File: src/rtl/hc_sr04_pkg.sv
// rtl/hc_sr04_pkg.sv - shared state encoding and result codes for the HC-SR04 scheduler
package hc_sr04_pkg;

  typedef enum logic [2:0] {
    ST_IDLE    = 3'd0,
    ST_PICK    = 3'd1,
    ST_START   = 3'd2,
    ST_WAIT    = 3'd3,
    ST_HOLDOFF = 3'd4
  } sched_state_e;

  // Distance reported when the engine never answers; sliced down to the result width.
  localparam logic [63:0] TIMEOUT_CODE = '1;

endpackage

File: src/rtl/rr_next_index.sv
// rtl/rr_next_index.sv - combinational round-robin search for the next set mask bit
// Returns cur_i unchanged when the mask is empty.
module rr_next_index #(
  parameter int N  = 4,
  parameter int IW = (N > 1) ? $clog2(N) : 1
) (
  input  logic [N-1:0]  mask_i,
  input  logic [IW-1:0] cur_i,
  output logic [IW-1:0] next_o
);

  localparam int CW = IW + 1;

  logic [CW-1:0] cand;
  logic          found;

  always_comb begin
    next_o = cur_i;
    found  = 1'b0;
    cand   = '0;
    // k == N lands back on cur_i, so a lone set bit re-selects itself.
    for (int k = 1; k <= N; k++) begin
      cand = {1'b0, cur_i} + CW'(k);
      if (cand >= CW'(N)) begin
        cand = cand - CW'(N);
      end
      if (!found && mask_i[cand[IW-1:0]]) begin
        next_o = cand[IW-1:0];
        found  = 1'b1;
      end
    end
  end

endmodule

File: src/rtl/hc_sr04_scheduler.sv
// rtl/hc_sr04_scheduler.sv - round-robin scheduler sharing one HC-SR04 measurement engine
// Optional WAIT watchdog is compiled in with HC_SR04_SCHEDULER_TIMEOUT_EN.
module hc_sr04_scheduler
  import hc_sr04_pkg::*;
#(
  parameter int N_SENSORS      = 4,
  parameter int DISTANCE_WIDTH = 12,
  parameter int HOLDOFF_CYCLES = 3000000,
  parameter int TIMEOUT_CYCLES = 1500000
) (
  input  logic                                clk,
  input  logic                                rst_n,
  input  logic                                enable,
  input  logic [N_SENSORS-1:0]                sensor_mask,
  output logic [N_SENSORS-1:0]                trig,
  input  logic [N_SENSORS-1:0]                echo,
  output logic                                eng_start,
  input  logic                                eng_trig,
  output logic                                eng_echo,
  input  logic                                eng_done,
  input  logic [DISTANCE_WIDTH-1:0]           eng_distance,
  output logic [$clog2(N_SENSORS)-1:0]        sel,
  output logic [N_SENSORS*DISTANCE_WIDTH-1:0] distances,
  output logic [N_SENSORS-1:0]                valid,
  output logic                                result_stb,
  output logic [$clog2(N_SENSORS)-1:0]        result_idx
);

  localparam int SEL_W  = $clog2(N_SENSORS);
  localparam int HOLD_W = $clog2(HOLDOFF_CYCLES + 1);

  sched_state_e                       state_q, state_d;
  logic [SEL_W-1:0]                   sel_q, sel_d;
  logic                               first_q, first_d;
  logic [HOLD_W-1:0]                  hold_q, hold_d;
  logic [N_SENSORS*DISTANCE_WIDTH-1:0] dist_q, dist_d;
  logic [N_SENSORS-1:0]               valid_q, valid_d;
  logic                               stb_q, stb_d;
  logic [SEL_W-1:0]                   idx_q, idx_d;
  logic [SEL_W-1:0]                   rr_cur, rr_next;
  logic                               timeout;

  // Before the first pick the search starts from the top index so it wraps to the lowest set bit.
  assign rr_cur = first_q ? SEL_W'(N_SENSORS - 1) : sel_q;

  rr_next_index #(
    .N  (N_SENSORS),
    .IW (SEL_W)
  ) u_rr (
    .mask_i (sensor_mask),
    .cur_i  (rr_cur),
    .next_o (rr_next)
  );

`ifdef HC_SR04_SCHEDULER_TIMEOUT_EN
  localparam int TO_W = $clog2(TIMEOUT_CYCLES + 1);

  logic [TO_W-1:0] wait_q, wait_d;

  assign wait_d  = (state_q == ST_WAIT) ? wait_q + 1'b1 : '0;
  assign timeout = (state_q == ST_WAIT) && (wait_q == TO_W'(TIMEOUT_CYCLES - 1));

  always_ff @(posedge clk or negedge rst_n) begin
    if (!rst_n) begin
      wait_q <= '0;
    end else begin
      wait_q <= wait_d;
    end
  end
`else
  // No watchdog in this build: WAIT is left only through eng_done.
  assign timeout = (TIMEOUT_CYCLES < 0);
`endif

  always_ff @(posedge clk or negedge rst_n) begin
    if (!rst_n) begin
      state_q <= ST_IDLE;
      sel_q   <= '0;
      first_q <= 1'b1;
      hold_q  <= '0;
      dist_q  <= '0;
      valid_q <= '0;
      stb_q   <= 1'b0;
      idx_q   <= '0;
    end else begin
      state_q <= state_d;
      sel_q   <= sel_d;
      first_q <= first_d;
      hold_q  <= hold_d;
      dist_q  <= dist_d;
      valid_q <= valid_d;
      stb_q   <= stb_d;
      idx_q   <= idx_d;
    end
  end

  always_comb begin
    state_d = state_q;
    sel_d   = sel_q;
    first_d = first_q;
    hold_d  = '0;
    dist_d  = dist_q;
    valid_d = valid_q;
    stb_d   = 1'b0;
    idx_d   = idx_q;
    unique case (state_q)
      ST_IDLE: begin
        if (enable && (|sensor_mask)) begin
          state_d = ST_PICK;
        end
      end
      ST_PICK: begin
        if (|sensor_mask) begin
          sel_d   = rr_next;
          first_d = 1'b0;
          state_d = ST_START;
        end else begin
          state_d = ST_IDLE;
        end
      end
      ST_START: begin
        state_d = ST_WAIT;
      end
      ST_WAIT: begin
        // enable and sensor_mask are deliberately ignored until the measurement closes.
        if (eng_done || timeout) begin
          dist_d[int'(sel_q)*DISTANCE_WIDTH +: DISTANCE_WIDTH] =
            eng_done ? eng_distance : TIMEOUT_CODE[DISTANCE_WIDTH-1:0];
          valid_d[sel_q] = 1'b1;
          stb_d          = 1'b1;
          idx_d          = sel_q;
          state_d        = ST_HOLDOFF;
        end
      end
      ST_HOLDOFF: begin
        if (hold_q == HOLD_W'(HOLDOFF_CYCLES - 1)) begin
          state_d = (enable && (|sensor_mask)) ? ST_PICK : ST_IDLE;
        end else begin
          hold_d = hold_q + 1'b1;
        end
      end
      default: begin
        state_d = ST_IDLE;
      end
    endcase
  end

  always_comb begin
    trig      = '0;
    eng_start = (state_q == ST_START);
    eng_echo  = echo[sel_q];
    if ((state_q == ST_START) || (state_q == ST_WAIT)) begin
      trig[sel_q] = eng_trig;
    end
  end

  assign sel        = sel_q;
  assign distances  = dist_q;
  assign valid      = valid_q;
  assign result_stb = stb_q;
  assign result_idx = idx_q;

endmodule

File: config.mk
export PLATFORM = sky130hd
export DESIGN_NAME = hc_sr04_scheduler
export DESIGN_NICKNAME = d
export VERILOG_FILES = /design/src/rtl/hc_sr04_pkg.sv /design/src/rtl/rr_next_index.sv /design/src/rtl/hc_sr04_scheduler.sv
export SDC_FILE = /design/constraint.sdc
export NUM_CORES = 1
export LEC_CHECK = 0
export BUFFER_PORTS_ARGS = -buffer_cell sky130_fd_sc_hd__buf_2
export CAP_MARGIN = 25
export CORE_UTILIZATION = 25
export CTS_BUF_LIST = sky130_fd_sc_hd__clkbuf_2 sky130_fd_sc_hd__clkbuf_4 sky130_fd_sc_hd__clkbuf_8
export DETAILED_ROUTE_END_ITERATION = 6
export SYNTH_ARGS = -nofsm -noshare
export SYNTH_HDL_FRONTEND = slang
export SYNTH_SLANG_ARGS = --single-unit
File: constraint.sdc
create_clock -name clk -period 2.7 [get_ports clk]
set_clock_uncertainty 0.2 [all_clocks]
set_input_delay 0.54 -clock clk [delete_from_list [all_inputs] [get_ports clk]]
set_output_delay 0.54 -clock clk [all_outputs]
set_load 0.01 [all_outputs]
# [Yosys cells after proc, flatten, opt, wreduce, memory -nomap -nowiden]
# Index checks and enable logic that the tools add are counted.
[op_classes] div_mod_pow=0 n_mux=37 n_lt_le_gt_ge=10 mul=1 reduce_logical=14 shifts=2 n_eq_ne=8 n_addsub=10 bitwise_logic=2
[ops] cell="48-bit bitwise mux" n=1
[ops] cell="12-bit by 33-bit variable shift with 48-bit output, first input constant" n=1
[ops] cell="12-bit by 33-bit indexed part select with 48-bit output" n=1
[ops] cell="22-bit two-way mux" n=2
[ops] cell="6-bit negator with 33-bit output" n=1
[ops] cell="22-bit by 1-bit adder with 22-bit output, second input constant" n=1
[ops] cell="22-bit == test, second input constant" n=1
[ops] cell="2-bit two-way mux" n=10
[ops] cell="2-bit by 3-bit < comparator with 1-bit output, second input constant" n=5
[ops] cell="3-bit one-hot mux with 5 select lines" n=1
[ops] cell="3-bit >= comparator, second input constant" n=4
[ops] cell="1-bit two-way mux" n=12
[ops] cell="12-bit two-way mux" n=1
[ops] cell="1-bit binary-select mux with 2-bit select" n=5
[ops] cell="3-bit two-way mux" n=3
[ops] cell="2-bit by 1-bit subtractor with 2-bit output, second input constant" n=4
[ops] cell="2-bit by 2-bit adder with 3-bit output, second input constant" n=2
[ops] cell="3-bit by 2-bit == test with 1-bit output, second input constant" n=2
[ops] cell="2-bit inequality test, second input constant" n=3
[ops] cell="1-bit logical AND" n=5
[ops] cell="4-bit bitwise AND" n=1
[ops] cell="2-bit by 2-bit multiplier with 4-bit output, second input constant" n=1
[ops] cell="4-bit two-way mux" n=1
[ops] cell="4-bit bitwise OR" n=1
[ops] cell="other kinds (12)" n=15
[word_totals] rom_bits=0 inputBits=25 n_memories=0 latch_bits=0 ram_bits=0 register_bits=83

# [Depth between registers and ports, before layout]
# Gate-level depths: netlist of the first run.
[depth] word_depth=16 depth_mapped=11 ltp_nobuf=7

# [By module]
# A second synthesis of the first run with hierarchy kept.
[unflattened] cells_unflattened=430 hier_area_um2=4294.1
[by_module_without_submodules] module="hc_sr04_scheduler" area_per_inst_um2=4219.0 cells_per_inst=420 instances=1
[by_module_without_submodules] module="rr_next_index" area_per_inst_um2=75.1 cells_per_inst=10 instances=1

# [Worst setup path after synthesis of the first run]
# No wires, ideal clock.
[synth_path] path_type="reg2reg" from="reg sel_q[0] (netlist: sel[0])" to="reg dist_q[24] (netlist: distances[24])" path_slack_ns=-0.184 stages_incl_launch_ff=11 path_buffers=4 setup_time_ns=0.066 synth_period_minus_slack_ns=2.884 arrival_time_ns=2.618 path_cell_list="dfrtp_1 -> buf_2 -> buf_4 -> clkinv_1 -> ha_1 -> buf_2 -> nor2b_1 -> clkbuf_1 -> nand4_1 -> nor2_1 -> a22o_1"
[synth_between] elab_chain_cells=4
[synth_lines] item="from (decl)" line="hc_sr04_scheduler.sv:33" text="logic [SEL_W-1:0] sel_q, sel_d;"
[synth_lines] item="from (signal assigned)" line="hc_sr04_scheduler.sv:87" text="sel_q <= sel_d;"
[synth_lines] item="2-bit by 2-bit multiplier with 4-bit output (*)" line="hc_sr04_scheduler.sv:127" text="dist_d[int'(sel_q)*DISTANCE_WIDTH +: DISTANCE_WIDTH] ="
[synth_lines] item="6-bit negator with 33-bit output (*)" line="hc_sr04_scheduler.sv:128" text="eng_done ? eng_distance : TIMEOUT_CODE[DISTANCE_WIDTH-1:0];"
[synth_lines] item="12-bit by 33-bit indexed part select with 48-bit output or 12-bit by 33-bit variable shift with 48-bit output (tied branches)" line="hc_sr04_scheduler.sv:127"
[synth_lines] item="48-bit bitwise mux (*)" line="hc_sr04_scheduler.sv:127"
[synth_lines] item="to (signal assigned)" line="hc_sr04_scheduler.sv:90" text="dist_q <= dist_d;"
[synth_lines] item="to (decl)" line="hc_sr04_scheduler.sv:36" text="logic [N_SENSORS*DISTANCE_WIDTH-1:0] dist_q, dist_d;"
# Every way passes the cells marked *; elsewhere a longest branch is shown, timed or not.
# A chain may end at the register's enable or synchronous reset.

# [Final worst setup path of the first run]
[layout_path] from="reg sel_q[0] (netlist: sel[0])" to="out trig[0]"
[layout_between] elab_chain_cells=6
[layout_lines] item="2-bit by 3-bit < comparator with 1-bit output (not written as such) or 2-bit by 1-bit >= comparator with 1-bit output (tied branches)" line="hc_sr04_scheduler.sv:153" text="trig[sel_q] = eng_trig;"
[layout_lines] item="1-bit logical AND (not written as such)" line="hc_sr04_scheduler.sv:153"
[layout_lines] item="1-bit two-way mux (not written as such)" line="hc_sr04_scheduler.sv:153"
[layout_lines] item="1-bit demux with 2-bit select (*)" line="hc_sr04_scheduler.sv:153"
[layout_lines] item="4-bit bitwise AND (no source line) (*)"
[layout_lines] item="4-bit two-way mux (*)" line="hc_sr04_scheduler.sv:152" text="if ((state_q == ST_START) || (state_q == ST_WAIT)) begin"
[layout_lines] item="to (decl)" line="hc_sr04_scheduler.sv:15" text="output logic [N_SENSORS-1:0] trig,"
# Marks and branches as above.

==> results by group, run 1 <==
Outcome
  • Status: complete, no violations

Die
  • Core Rows: 47
  • Initial core utilization: 25.65%
  • Core area: about 17000 um2
  • Chip width: 132.4 um
  • Num ports: 88
  • Die area: roughly 18000 um2
  • Die H: 132.4 um

CTS
  • Clk root buf: clkbuf_8
  • Clock Latency Late Sink: 0.36 ns
  • TritonCTS clock tree: done
  • CTS Sinks: 83
  • CTS buffer count: 9
  • Clock Tree Buf Depth: 2
  • H-tree depth: 3
  • Worst-path clk slew: 0.08 ns

Timing
  • Final Hold Viols: 0
  • Setup violators final: 0
  • Max transition margin: 61.49%
  • Max Clk Rate: 395.6 MHz
  • Slew @ Worst Pin: 0.5752 ns
  • Pins Over Slew Limit: 0
  • Minimum clock period: 2.528 ns
  • Fin crit share: 93.61%
  • Fin Setup TNS: 0 ns
  • RSZ-0062 raised after global routing: no

Power and ir drop
  • VDD IR max: 0.0002862 V
  • Leakage: 2.593 nW
  • Cell Pwr Density: 425.8 nW/um2
  • Pwr Total: 0.002210 W

Drt
  • WL/cell: 15.11 um
  • DRT Pass-1 Iters: 4
  • Via count: 3546
  • Final wirelength: 11590 um
  • DRT antenna net count: 0
  • Avg Vias per Cell: around 4.6
  • DRT iter0 DRCs: 206
  • DR DRC count: 0

Worst setup path
  • Worst endpoint data arrival time: 1.79 ns
  • Crit path kind: reg -> out
  • Req. time, crit path: 1.96 ns
  • Max FO, Critical Path: 12
  • Startpoint types: flip-flop
  • Critical Path Sink Type: output pin

Flow run
  • MaxCap Viol Count: 0

Global route
  • First-pass GRT wire length: 18710 um
  • Grt total ovfl: 0
  • Total GRT Usage: 13.66%
  • Vias in the first global route: approximately 3500
  • Initial antenna violation count: 0
  • Largest net degree at the start of global routing: 64

Synthesis
  • Warning count from the yosys run: 0
  • Post-synthesis cell type count: 49
  • Async set or reset register ratio after synthesis: 100.0%
  • Synthesized area: ~4300 um2
  • Gate count of the mapped netlist: 453
  • Post-Syn Area per Cell: 9.388 um2
  • Syn_nets: 487
  • Seq/Total Area, Yosys: 48.87%
  • Largest family of logic cells by synthesized area: simple AND/OR/NAND/NOR gates
  • Mux contribution to synthesized area: 3.707%
  • Synth top area cells: dfrtp_1 48%, nand2_1 5.2%, o21ai_0 5.1%
  • Top-area cell type share of the netlist area: between 40% and 50%
  • Simple logic cell fraction of the synthesized area: roughly 20%
  • Post-synth EDFFs: 0
  • Largest area contributor in the netlist: dfrtp_1
  • Adder-Cell Fraction of Synth Area: about 2.6%
  • Main synth FF type: dfrtp_1
  • Compound-Gate Fraction of Synth Area: 17.18%
  • Post-synthesis xor/xnor area fraction: 4.325%
  • Seq cells post-synth: 83

Finish
  • Area growth syn-to-layout: 22.04%
  • Commonest non-fill, non-tap cell in the layout: buf_2
  • Antenna diode count: 0
  • Share of post-route cells with drive strength above 1: 24.13%
  • Design area: 5190 um2
  • Most frequent cells in the layout: 86 x buf_2, 82 x dfrtp_1, 59 x nand2_1
  • NumNets Final: 576

Place
  • Placed Area: 4991 um2
  • DPL Wire Length: 8724 um
  • PortBufs: 87
  • RePlAce Congestion: 0.9125

Hold path
  • HP Class: reg -> reg
-- timing repair --
| action | in CTS | in global routing |
|---|---|---|
| hold endpoints to repair | 19 | 0 |
| hold buffers | 1 | 0 |
| endpoints found under the setup margin | 0 | 1 |
| resized for setup | 0 | 1 |
| buffers inserted | 0 | 0 |
-- final timing paths --
| check | startpoint | endpoint | slack (ns) | cells after the start |
|---|---|---|---|---|
| max in group asynchronous | rst_n | distances[9] | 1.28 | 3 |
| max | sel[0] | trig[0] | 0.17 | 4 |
| min reg2reg | valid[0] | valid[0] | 0.26 | 1 |
| max reg2reg | sel[0] | distances[24] | 0.23 | 7 |
| min | valid[0] | valid[0] | 0.26 | 1 |
| min in group asynchronous | rst_n | hold_q[9] | 0.40 | 2 |
-- critical path, cell delays in order (launching register included) --
cell	delay, ns
dfrtp_1	0.41
clkinv_2	0.17
ha_1	0.45
and3_1	0.26
buf_2	0.14
-- metrics by stage --
stage / instances / setup slack, ns / hold WS, ns / util, %
final: 767 / 0.1725 / 0.2607 / 31.30
after global routing: 767 / 0.05268 / 0.2827 / 31.30
after CTS: 767 / 0.06689 / 0.2628 / 31.27
after detailed placement: 750 / 0.2900 / 0.2388 / 30.10
after global placement: 750 / 0.3888 / 0.2367 / 30.10
after floorplan: 453 / 0.05087 / 0.04441 / -
-- final cells by class --
| type | instances | area, um2 |
|---|---|---|
| fill | 1779 | 11390 |
| sequential | 83 | 2078 |
| multi-input combinational | 333 | 2024 |
| timing repair buffer | 104 | 584.3 |
| tap | 220 | 275.3 |
| clock buffer | 10 | 137.6 |
| clock inverter | 6 | 47.55 |
| inverter | 11 | 42.54 |
-- where the power goes --
part	internal, W	total [W]	switching [W]
clock	0.000369	0.000841	0.000473
sequential	0.00124	0.00124	0
combinational	0.0000448	0.000127	0.0000819
total	0.00166	0.00221	0.000554
-- flip-flops by register name, summed over array words and instances, names as in the netlist --
signal      count
sel             2
valid           4
first_q         1
result_stb      1
state_q         3
result_idx      2
distances      48
hold_q         22
-- routing by layer --
| layer | up-vias | share of wire, % | GRT usage (%) |
|---|---|---|---|
| li1 | 1770 | - | - |
| met5 | - | 0 | 0 |
| met1 | 1661 | 45 | 18.15 |
| met3 | 10 | 6.0 | 3.180 |
| met4 | 0 | 1.4 | 3.640 |
| met2 | 105 | 47 | 22.25 |
-- Yosys cell counts, types with 2 or more instances --
cell type / number
a21oi_1: 24
a21o_1: 12
xnor2_1: 13
and2_1: 3
o31ai_1: 5
and3_1: 9
nand2_1: 59
a22oi_1: 4
a221oi_1: 3
o21ai_0: 43
or3_1: 4
buf_2: 7
nor3_1: 7
buf_1: 2
o211ai_1: 2
o22ai_1: 2
nand4_1: 5
nand3_1: 15
xor2_1: 8
nor2b_1: 11
nor2_1: 38
clkbuf_1: 15
dfrtp_1: 82
a211oi_1: 2
mux2i_1: 9
a31o_2: 2
mux2_2: 4
inv_1: 10
nand2b_1: 12
or4_1: 2
a221o_1: 2
nor4_1: 4
ha_1: 9
a32oi_1: 2
a22o_1: 8
-- kinds of logic (layout without fill, tap and decap cells) --
group           after synthesis  count (layout)
buf+inv                      37             131
compound gates              116             116
simple gates                173             173
xor+xnor                     21              21
flops                        83              83
fa+ha+maj                     9               9
mux                          14              14
Note: power is estimated with default switching activity, not from simulation.
==> run 2: changes to the inputs <==
--- a/config.mk
+++ b/config.mk
@@ -7,9 +7,10 @@
 export LEC_CHECK = 0
 export BUFFER_PORTS_ARGS = -buffer_cell sky130_fd_sc_hd__buf_2
 export CAP_MARGIN = 25
-export CORE_UTILIZATION = 25
+export CORE_UTILIZATION = 51
 export CTS_BUF_LIST = sky130_fd_sc_hd__clkbuf_2 sky130_fd_sc_hd__clkbuf_4 sky130_fd_sc_hd__clkbuf_8
 export DETAILED_ROUTE_END_ITERATION = 6
+export PLACE_DENSITY = 0.78
 export SYNTH_ARGS = -nofsm -noshare
 export SYNTH_HDL_FRONTEND = slang
 export SYNTH_SLANG_ARGS = --single-unit
==> run 2 against run 1 <==
Against the previous run:
- hold slack improved by 0.0035 ns
- register-to-register slack about the same
- critical path type unchanged
- critical endpoint is now eng_echo
- cell count shrank 16%
- largest cell class unchanged
- sequential power barely moved
==> results by group, run 2 (synthesis gave the netlist of run 1 again) <==
Drt
  • Highest Signal Layer: met4
  • Avg Vias per Cell: 5.657 (+22%)
  • Final wirelength: 10470 um (-9.7%)
  • Wire length on met2: 4751 um (-13%)
  • DRT antenna net count: 0 (unchanged)
  • Metal-1 WL: 4877 um (-7.1%)
  • WL/cell: 16.18 um (+7.1%)
  • Via count: 3660 (+3.2%)
  • Routed length on met3: 667 um (-3.6%)
  • DRT iter0 DRCs: 241 (+17%)
  • DR DRC count: 0 (unchanged)
  • DRT Pass-1 Iters: 5 (+1)

Finish
  • Design area: 5055 um2 (-2.6%)
  • Share of post-route cells with drive strength above 1: 23.85% (-0.28 points)
  • NumNets Final: 574 (-0.35%)
  • Antenna diode count: 0 (unchanged)
  • Max reg flops: 48 (unchanged)
  • Most frequent cells in the layout: 86 x buf_2, 82 x dfrtp_1, 59 x nand2_1
  • Commonest non-fill, non-tap cell in the layout: buf_2
  • Area growth syn-to-layout: 18.86%

Power and ir drop
  • Logic gate share of total power: 5.3% (-0.4 points)
  • Switch share: 21.95% (-3.1 points)
  • Net switching power figure: 0.0005130 W (-7.5%)
  • Int Pwr: 0.001825 W (+10%)
  • Register share of total power: 53.1% (-3.1 points)
  • Cell Pwr Density: 462.5 nW/um2 (+8.6%)
  • Pwr Total: 0.002338 W (+5.8%)
  • Clk pwr share: 41.6% (+3.5 points)
  • Leakage: 2.600 nW (+0.28%)
  • VDD IR max: 0.0002736 V (-4.4%)

Place
  • RePlAce Congestion: 0.9362 (+2.6%)
  • Placed Area: 4828 um2 (-3.3%)
  • PortBufs: 87 (unchanged)
  • DPL Wire Length: 7680 um (-12%)

CTS
  • CTS buffer count: 9 (unchanged)
  • Clk root buf: clkbuf_8
  • Worst-path clk slew: 0.09 ns (about the same)
  • Clock Latency Late Sink: 0.35 ns (about the same)
  • CTS Sinks: 83 (unchanged)
  • TritonCTS clock tree: done
  • H-tree depth: 3 (unchanged)
  • Clock Tree Buf Depth: 2 (unchanged)
  • Post-CTS setup buffer count: 0 (unchanged)

Timing
  • Slew @ Worst Pin: 0.5714 ns (-0.003827 ns)
  • Max transition margin: 61.91% (+0.42 points)
  • Fin Setup TNS: 0 ns (unchanged)
  • RSZ-0062 raised after global routing: no
  • Setup violators final: 0 (unchanged)
  • Fin crit share: 96.08% (+2.5 points)
  • Minimum clock period: 2.594 ns (+0.06652 ns)
  • Final Hold Viols: 0 (unchanged)
  • Max Clk Rate: 385.5 MHz (-2.6%)
  • Pins Over Slew Limit: 0 (unchanged)

Worst setup path
  • Worst endpoint data arrival time: 1.85 ns (+0.06 ns)
  • Worst R2R End: distances[3]
  • Worst Path Buf+Inv: 2 (unchanged)
  • CP Depth: 3 (-1)
  • Critical Path Slowest Stage Cell: mux4_2
  • FF-to-FF setup slack: 0.23 ns (about the same)
  • Req. time, crit path: 1.96 ns (about the same)
  • CP endpoint: eng_echo
  • Max FO, Critical Path: 37 (+25)
  • Startpoint types: flip-flop
  • R2r startpoint: sel[0]
  • Reg2Reg Depth: 7 (unchanged)
  • Max stage delay on crit path: 0.55 ns (+0.10 ns)
  • Critical Path Sink Type: output pin
  • Critical path's top delay family: buffers and inverters
  • Crit path kind: reg -> out
  • Crit path from: sel[0]
  • Worst path cell trace: buf_4 > mux4_2 > buf_2

Die
  • Core area: 7888 um2 (-52%)
  • Initial core utilization: 53.92% (+28 points)
  • Num ports: 88 (unchanged)
  • Core Rows: 32 (-32%)
  • Die area: 8708 um2 (-50%)
  • Chip width: 93.32 um (-30%)
  • Die H: 93.32 um (-30%)

Flow run
  • MaxCap Viol Count: 0 (unchanged)

Hold path
  • HP Class: reg -> reg
  • Hold depth: 1 (unchanged)

Outcome
  • Status: complete, no violations

Global route
  • First-pass GRT wire length: 17110 um (-8.6%)
  • Initial antenna violation count: 0 (unchanged)
  • Total GRT Usage: 25.51% (+12 points)
  • Grt total ovfl: 0 (unchanged)
  • Vias in the first global route: 3529 (-0.54%)
  • Largest net degree at the start of global routing: 55 (-14%)
==> run 2: cell count changes in the layout (fill, tap and decap cells not counted), sizes merged <==
cell    change
bufinv      +2
inv         -3
clkbuf      +1
buf         -2
==> run 2: area by class of cell <==
class                           instances  area, um2
Fill cell                             689       2833
Sequential cell                        83       2078
Multi-Input combinational cell        333       2024
Timing Repair Buffer                  102      565.5
Clock buffer                           11      138.9
Tap cell                              102      127.6
Clock inverter                          5      77.57
Inverter                               11      42.54
==> run 2: per-layer routing <==
metal / vias to the layer above / global-route usage (%)
li1: 1759 / -
met1: 1756 / 36.56
met2: 128 / 39.34
met3: 17 / 5.122
met4: 0 / 7.308
met5: - / 0
==> run 2: worst min-delay path by stage <==
| stage | from | endpoint | slack (ns) |
|---|---|---|---|
| floorplan | rst_n | distances[0] | 0.04 |
| global placement | valid[1] | valid[1] | 0.24 |
| detailed placement | valid[1] | valid[1] | 0.25 |
| CTS | valid[1] | valid[1] | 0.27 |
| global route | distances[10] | distances[10] | 0.30 |
| finish | valid[1] | valid[1] | 0.26 |
==> run 2: power by group through the flow <==
| stage | clock [W] | sequential, W | combinational [W] |
|---|---|---|---|
| after floorplan | 0 | 0.00127 | 0.0000503 |
| after global placement | 0 | 0.00127 | 0.000121 |
| after detailed placement | 0 | 0.00127 | 0.000122 |
| after CTS | 0.000990 | 0.00124 | 0.000124 |
| after global routing | 0.00105 | 0.00124 | 0.000138 |
| final | 0.000971 | 0.00124 | 0.000124 |
==> run 2: through the flow <==
step / util (%) / instances / setup WS (ns) / hold WS, ns
6_report: 64.09 / 647 / 0.1059 / 0.2642
5_1_grt: 64.09 / 647 / 0.003095 / 0.2964
4_1_cts: 64.09 / 647 / 0.09057 / 0.2696
3_5_place_dp: 61.22 / 630 / 0.2729 / 0.2470
3_3_place_gp: 61.22 / 630 / 0.3901 / 0.2352
2_1_floorplan: - / 453 / 0.05087 / 0.04441
==> run 2: repair_timing <==
item                      CTS  global route
gates resized for setup     0             0
hold endpoints to repair   29             0
hold buffers                1             0
